`src/rtl/npu_stream_pkg.sv`:
```
// Shared stream/DMA constants for the NPU streaming blocks.
package npu_stream_pkg;
  localparam int NPU_STREAM_W  = 64;
  localparam int NPU_MAX_BURST = 8;
  localparam int BURSTCOUNT_W  = 10;

  // Width of a counter that must represent 0..depth inclusive.
  function automatic int cnt_w(input int depth);
    return $clog2(depth) + 1;
  endfunction
endpackage

```
`src/rtl/st_fifo_mem.sv`:
```
// Storage array for st_burst_fifo: one synchronous write port, one async read port.
// Contents are deliberately not reset; validity is tracked by the owner's pointers.
module st_fifo_mem #(
  parameter int DATA_WIDTH = 64,
  parameter int DEPTH      = 32
) (
  input  logic                     clk,
  input  logic                     i_we,
  input  logic [$clog2(DEPTH)-1:0] i_waddr,
  input  logic [DATA_WIDTH-1:0]    i_wdata,
  input  logic [$clog2(DEPTH)-1:0] i_raddr,
  output logic [DATA_WIDTH-1:0]    o_rdata
);
  logic [DATA_WIDTH-1:0] r_mem [DEPTH];

  always_ff @(posedge clk) begin
    if (i_we) begin
      r_mem[i_waddr] <= i_wdata;
    end
  end

  assign o_rdata = r_mem[i_raddr];
endmodule

```
`src/rtl/st_burst_fifo.sv`:
```
// Show-ahead FIFO between a burst DMA read port and an Avalon-ST source; 1-cycle write-to-valid.
// DMA side has no backpressure: can_issue gates new bursts on free space minus outstanding reservations.
module st_burst_fifo
  import npu_stream_pkg::*;
#(
  parameter int DATA_WIDTH = NPU_STREAM_W,
  parameter int DEPTH      = 32,
  parameter int MAX_BURST  = NPU_MAX_BURST
) (
  input  logic                     clk,
  input  logic                     rst_n,
  input  logic                     clear,
  input  logic                     in_valid,
  input  logic [DATA_WIDTH-1:0]    in_data,
  input  logic                     rsv_valid,
  input  logic [BURSTCOUNT_W-1:0]  rsv_count,
  output logic                     can_issue,
  output logic                     out_valid,
  output logic [DATA_WIDTH-1:0]    out_data,
  input  logic                     out_ready,
  output logic [$clog2(DEPTH):0]   level,
  output logic                     overflow,
  output logic                     unsolicited
);
  localparam int AW = $clog2(DEPTH);
  localparam int LW = cnt_w(DEPTH);
  localparam int SW = ((LW > BURSTCOUNT_W) ? LW : BURSTCOUNT_W) + 2;

  logic [AW-1:0] r_wr_ptr;
  logic [AW-1:0] r_rd_ptr;
  logic [LW-1:0] r_level;
  logic [LW-1:0] r_reserved;
  logic          r_overflow;
  logic          r_unsolicited;

  logic          w_full;
  logic          w_pop;
  logic          w_push;
  logic          w_drop;
  logic          w_consume;
  logic          w_unsol;
  logic [SW-1:0] w_added;
  logic [SW-1:0] w_rsv_sum;
  logic [SW-1:0] w_credit_sum;
  logic [LW-1:0] w_level_nxt;

  assign w_full    = (r_level == LW'(DEPTH));
  assign out_valid = (r_level != '0);
  assign w_pop     = out_valid && out_ready;
  // A full FIFO still accepts a beat when the same cycle frees a slot.
  assign w_push    = in_valid && (!w_full || w_pop);
  assign w_drop    = in_valid && !w_push;

  assign w_added   = (rsv_valid && (rsv_count != '0)) ? SW'(rsv_count) : '0;
  assign w_rsv_sum = SW'(r_reserved) + w_added;
  assign w_consume = in_valid && (w_rsv_sum != '0);
  assign w_unsol   = in_valid && (r_reserved == '0) && (w_added == '0);

  // level + reserved + MAX_BURST <= DEPTH, done wide so an over-committed sum never wraps into "room".
  assign w_credit_sum = SW'(r_level) + SW'(r_reserved) + SW'(MAX_BURST);
  assign can_issue    = (w_credit_sum <= SW'(DEPTH));

  always_comb begin
    w_level_nxt = r_level;
    if (w_push && !w_pop) begin
      w_level_nxt = r_level + LW'(1);
    end else if (!w_push && w_pop) begin
      w_level_nxt = r_level - LW'(1);
    end
  end

  always_ff @(posedge clk) begin
    if (!rst_n || clear) begin
      r_wr_ptr      <= '0;
      r_rd_ptr      <= '0;
      r_level       <= '0;
      r_reserved    <= '0;
      r_overflow    <= 1'b0;
      r_unsolicited <= 1'b0;
    end else begin
      if (w_push) begin
        r_wr_ptr <= r_wr_ptr + AW'(1);
      end
      if (w_pop) begin
        r_rd_ptr <= r_rd_ptr + AW'(1);
      end
      r_level    <= w_level_nxt;
      r_reserved <= LW'(w_rsv_sum - SW'(w_consume));
      if (w_drop) begin
        r_overflow <= 1'b1;
      end
      if (w_unsol) begin
        r_unsolicited <= 1'b1;
      end
    end
  end

  assign level       = r_level;
  assign overflow    = r_overflow;
  assign unsolicited = r_unsolicited;

  st_fifo_mem #(
    .DATA_WIDTH (DATA_WIDTH),
    .DEPTH      (DEPTH)
  ) u_mem (
    .clk     (clk),
    .i_we    (w_push && rst_n && !clear),
    .i_waddr (r_wr_ptr),
    .i_wdata (in_data),
    .i_raddr (r_rd_ptr),
    .o_rdata (out_data)
  );
endmodule

```
`config.mk`:
```
export PLATFORM = sky130hd
export DESIGN_NAME = st_burst_fifo
export DESIGN_NICKNAME = d
export VERILOG_FILES = /design/src/rtl/npu_stream_pkg.sv /design/src/rtl/st_fifo_mem.sv /design/src/rtl/st_burst_fifo.sv
export SDC_FILE = /design/constraint.sdc
export NUM_CORES = 2
export LEC_CHECK = 0
export CAP_MARGIN = 0
export CORE_MARGIN = 5
export CORE_UTILIZATION = 55
export CTS_CLUSTER_SIZE = 8
export DETAILED_ROUTE_END_ITERATION = 6
export GPL_ROUTABILITY_DRIVEN = 0
export GPL_TIMING_DRIVEN = 0
export HOLD_SLACK_MARGIN = 0.05
export PLACE_DENSITY_LB_ADDON = 0.15
export SLEW_MARGIN = 15
export SYNTH_ARGS = -nofsm -noshare
export SYNTH_HDL_FRONTEND = slang
export SYNTH_SLANG_ARGS = --single-unit
```
`constraint.sdc`:
```
create_clock -name clk -period 4.3 [get_ports clk]
set_input_delay 0.43 -clock clk [delete_from_list [all_inputs] [get_ports clk]]
set_output_delay 0.43 -clock clk [all_outputs]
set_load 0.01 [all_outputs]
```
* Word-level counts from Yosys, hierarchy flattened
Memory sizes are Yosys's and may differ from the RTL's. A register that Yosys moved wholly into a read port is not among the register bits.
Index checks and enable logic that the tools add are counted.
** Operators by class
- Add/subtract/negate cells :: 8
- $mul :: 0
- Div/mod/pow operators :: 0
- Order comparisons :: 1
- Eq/ne operators :: 1
- Shift-type cells :: 0
- Multiplexer cells :: 7
- Bitwise operators :: 0
- Reduce and logical (&&, ||, !) cells :: 24
** Operators by type and width (number)
- $logic_not A12 Y1 :: 1
- $mux W6 :: 2
- $reduce_bool A12 Y1 :: 1
- $add A6 B10 Y11 :: 1
- $logic_and A1 B1 Y1 :: 11
- $add A5 B1 Y5 const B :: 2
- $mux W10 :: 1
- $mux W5 :: 2
- $reduce_bool A10 Y1 :: 1
- $add A7 B4 Y8 const B :: 1
- $le A8 B6 Y1 const B :: 1
- $add A6 B6 Y7 :: 1
- $add A6 B1 Y6 const B :: 1
- $eq A6 B6 Y1 const B :: 1
- $logic_not A6 Y1 :: 1
- $reduce_bool A6 Y1 :: 1
- $sub A6 B1 Y6 :: 1
- $sub A6 B1 Y6 const B :: 1
- $logic_not A1 Y1 :: 5
- $logic_or A1 B1 Y1 :: 2
- $mux W1 :: 2
- $reduce_bool A2 Y1 :: 1
** Storage, ports and cells
- Register bits :: 24
- Bits in latches :: 0
- Memory bits (writable) :: 2048
- ROM bits :: 0
- Input port bits :: 80
- Memories :: 1
** Memories
- u_mem.r_mem :: depth 32, bits a word 64, read ports 1, clocked after Yosys merged registers in 1, write ports 1, line st_fifo_mem.sv:14 : logic [DATA_WIDTH-1:0] r_mem [DEPTH];

* Longest topological paths before layout
- Depth in word-level cells :: 8
- Mapped depth :: 14

* Cells and area by module
A second synthesis with hierarchy kept.
** Second synthesis, totals
- Cell total of the unflattened synthesis :: 3242
- Area total of the unflattened synthesis :: 79491.2 um^2
** By module, submodules not included
- st_fifo_mem :: instances 1, cells an instance 3033, area each 77683.3 um^2
- st_burst_fifo :: instances 1, cells an instance 209, area each 1808.0 um^2

* Worst setup path after synthesis
OpenSTA, ideal clock, no wires.
- Path type :: register to register
- Start point :: register r_level[0], in the netlist level[0]
- End point :: memory u_mem.r_mem[30][0] (enable)
- Library setup time :: 0.487 ns
- Arrival time :: 4.105 ns
- Data required time :: 3.813 ns
- Path slack :: -0.291 ns
- Cell stages (with the launch flop) :: 7
- Period minus slack after synthesis :: 4.591 ns
- Path through :: dfxtp_1 or4_1 nor4b_1 nor2b_1 clkbuf_1 nand3_1 nor2_1
** Between the ends
- Longest elaborated chain between the ends :: 8
- Elaborated cells between the ends (all ways) :: 10
** Ends and longest elaborated chain
- from (decl) :: line st_burst_fifo.sv:31 : logic [LW-1:0] r_level;
- from (signal assigned) :: line st_burst_fifo.sv:87 : r_level <= w_level_nxt;
- $eq A6 B6 Y1 or $reduce_bool A6 Y1 (tied branches) :: line st_burst_fifo.sv:47, st_burst_fifo.sv:48
- $logic_not A1 Y1 or $logic_and A1 B1 Y1 (tied branches) :: line st_burst_fifo.sv:51, st_burst_fifo.sv:49
- $logic_or A1 B1 Y1 (*) :: line st_burst_fifo.sv:51 : assign w_push = in_valid && (!w_full || w_pop);
- $logic_and A1 B1 Y1 (*) :: line st_burst_fifo.sv:51
- named net w_push :: line st_burst_fifo.sv:38 : logic w_push;
- $logic_and A1 B1 Y1 (*) (2 in series) :: line st_burst_fifo.sv:107 : .i_we (w_push && rst_n && !clear),
- $mux W1 (*) :: line st_fifo_mem.sv:17 : if (i_we) begin
- $mux W1 (not written as such) (*) :: line st_fifo_mem.sv:18 : r_mem[i_waddr] <= i_wdata;
- to (decl) :: line st_fifo_mem.sv:14
The timed path passes the listed nets; every way through them passes the cells marked *.

==> impl_metrics.json <==
{
  "rows": 139,
  "dp_slack_ps": -745.9,
  "drc": 0,
  "antenna_found_initial": 11,
  "cp_max_fo": 10,
  "via_per_inst": 6.834,
  "outcome": "finished with violations",
  "rsz0062_at_grt": "yes",
  "worstSetupEndpointType": "output port",
  "synthDominantCellAreaShare_pct": 77.20,
  "yosys_warnings": 0,
  "ff2ff_setup_slack_ps": 260,
  "cts.sinks": 2077,
  "maxSlewViolCount": 0,
  "yosysSeqAreaShare_pct": 77.93,
  "critical-path-max-stage-delay_ps": 550,
  "failed_checks": "negative setup slack",
  "drt_iter0_drc": 5199,
  "synth_area_per_cell_um2": 24.38,
  "cts_max_path_buffers": 4,
  "power_leakage_uw": 0.02987,
  "finalHoldViolCount": 0,
  "min_from": "in_data[11]",
  "htreeDepth": 5,
  "grt_use_total_pct": 29.02,
  "synth_area_mm2": 0.07966,
  "tightest_slew_ps": 1193,
  "fp.dieH_um": 390.6,
  "postLayoutCoreUtil_pct": 66.96,
  "pin_count": 154,
  "drv_cap": 0,
  "floorplan.initialDensity_pct": 55.39,
  "syn_nets": 3379,
  "yosys-top-cells-area": "edfxtp_1 (77%), mux4_2 (17%), mux2_2 (0.92%)",
  "insertion_delay_ps": 910,
  "worstSetupPathType": "flip-flop to output port",
  "area_delta_synth_final_pct": 20.90,
  "cts_tree": "built",
  "first_pass_iters": 5,
  "die_area_mm2": 0.1526,
  "die_w_um": 390.6,
  "ir_drop_mv": 0.3628,
  "synth_common_cells": "edfxtp_1 (2048), mux4_2 (607), clkbuf_1 (93)",
  "dr_total_vias": 39680,
  "path_cells": "buf_12 -> clkbuf_16 -> buf_16 -> buf_12 -> mux4_2 -> mux4_2 -> mux2_2 -> clkdlybuf4s50_1",
  "hp-class": "input pin to flip-flop",
  "synth.most_common_cell": "edfxtp_1",
  "async_flop_share_pct": 0,
  "nets": 3981,
  "numCtsBuffers": 309,
  "fillers": 8628,
  "max_slew_margin_pct": 20.22,
  "finalClockSkew_ps": 57.93,
  "hpwlAfterDp_mm": 139.6,
  "cts-root-buf": "clkbuf_16",
  "overflow": 0,
  "synth_ff_type": "edfxtp_1",
  "core_area_mm2": 0.1438,
  "fin_crit_sh_pct": 100.4,
  "stdcell_area_mm2": 0.09631,
  "finalCriticalPeriod_ps": 4318,
  "timing.rr.start": "level[0]",
  "synth_cells": 3267,
  "place_area_mm2": 0.08684,
  "cts_hold_buffers": 0,
  "finalSetupViolations": 1,
  "critPathLaunchType": "flip-flop",
  "drive_above_1_share_pct": 34.50,
  "synthDistinctLibCells": 44,
  "critPathArrivalTime_ps": 3890,
  "cp_slowest_cell": "mux4_2",
  "synth_area_leader_cell": "edfxtp_1",
  "grt_max_degree": 33,
  "avgRoutedWirePerCell_um": 37.80,
  "grt_pass1_vias": 41030,
  "p_per_area_mw_per_mm2": 494.0,
  "setup_ws_ps": -18.46,
  "clk_pin_slew_ps": 60,
  "totalWireLength_mm": 219.5,
  "power_uw": 47580,
  "grt_first_pass_wirelength_mm": 306.5,
  "io_buffers": 153,
  "synth_edf_count": 2048,
  "worst_ep_required_time_ps": 3870,
  "ant_nets": 0,
  "fin_tns_setup_ps": -18.46,
  "max_freq_mhz": 231.6,
  "synth.ff_latch_count": 2077
}
==> area by class of cell <==
cell class / instances / area [um^2] / area share (%)
tap: 1903 / 2381 / 2.472
sequential: 2077 / 62090 / 64.46
timing repair buffer: 293 / 4767 / 4.949
clock inverter: 6 / 62.56 / 0.06495
clock buffer: 332 / 7989 / 8.295
buffer: 168 / 1888 / 1.960
multi-input combinational: 1006 / 17070 / 17.72
antenna: 8 / 20.02 / 0.02079
inverter: 14 / 52.55 / 0.05456
==> per-stage QoR <==
step	hold slack (ps)	cells
finish	84.59	5807
floorplan	467.8	3267
global placement	455.9	5323
detailed placement	461.9	5454
CTS	220.1	5790
global route	65.59	5800
==> registers in the layout, indices dropped and copies added, names as in the netlist, named ones only <==
signal,flops
level,6
r_reserved,6
overflow,1
r_wr_ptr,5
r_rd_ptr,5
unsolicited,1
u_mem.r_mem,2048
==> cells by family (layout without fill, tap and decap cells) <==
| group | Yosys count | count (layout) | synth area share [%] |
|---|---|---|---|
| other | 0 | 8 | 0 |
| muxes | 707 | 707 | 18.52 |
| DFF | 2077 | 2077 | 77.93 |
| xor gates and xnor gates | 21 | 21 | 0.2497 |
| adders and majority gates | 32 | 32 | 0.5309 |
| AOI/OAI and AO/OA | 95 | 95 | 0.7508 |
| buffers and inverters | 184 | 813 | 1.060 |
| and+or+nand+nor | 151 | 151 | 0.9628 |
==> layer usage <==
metal	global-route usage [%]	vias to the layer above	routed length (um)
met4	9.542	8	7068
met2	47.09	2713	108400
met3	6.698	423	22850
met1	39.82	21320	81110
li1	-	15220	-
met5	0	-	54
==> critical path: cells and delay by family, from the launching register on <==
kind,cells,cell delay [ps]
DFF,1,380
buffers and inverters,5,1160
muxes,3,1410
==> placed cells by master, fill, tap and decap left out, types with 7 or more instances in the layout <==
cell,n
nor2_4,32
xor2_1,14
a21oi_2,8
buf_6,13
clkbuf_2,42
nand3_1,7
clkbuf_4,25
nor2_1,32
dfxtp_1,25
a211oi_1,30
a21oi_1,37
inv_1,14
buf_16,61
mux4_2,607
buf_4,10
mux2_2,61
dlymetal6s2s_1,17
ha_1,29
diode_2,8
clkbuf_16,323
buf_8,7
edfxtp_1,2048
clkdlybuf4s50_1,131
nor2b_1,37
mux2i_1,29
clkbuf_1,31
buf_12,120
nand2_1,9
==> report_power, final <==
part	switching, uW	internal, uW
combinational	2140	2280
sequential	55.0	22400
clock	7860	12900
==> final timing paths <==
kind                            cells after the start                  end
worst max-delay path                                8         out_data[15]
worst max register to register                      9  u_mem.r_mem[12][49]
worst min-delay path                                1  u_mem.r_mem[19][11]
worst min register to register                      2             overflow
==> repair_timing <==
action / 4_1_cts / 5_1_grt
setup endpoints to repair: 65 / 55
buffers inserted: 0 / 3
gates resized for setup: 313 / 78
cloned: 0 / 6
Power figures use the tool's default switching activity.
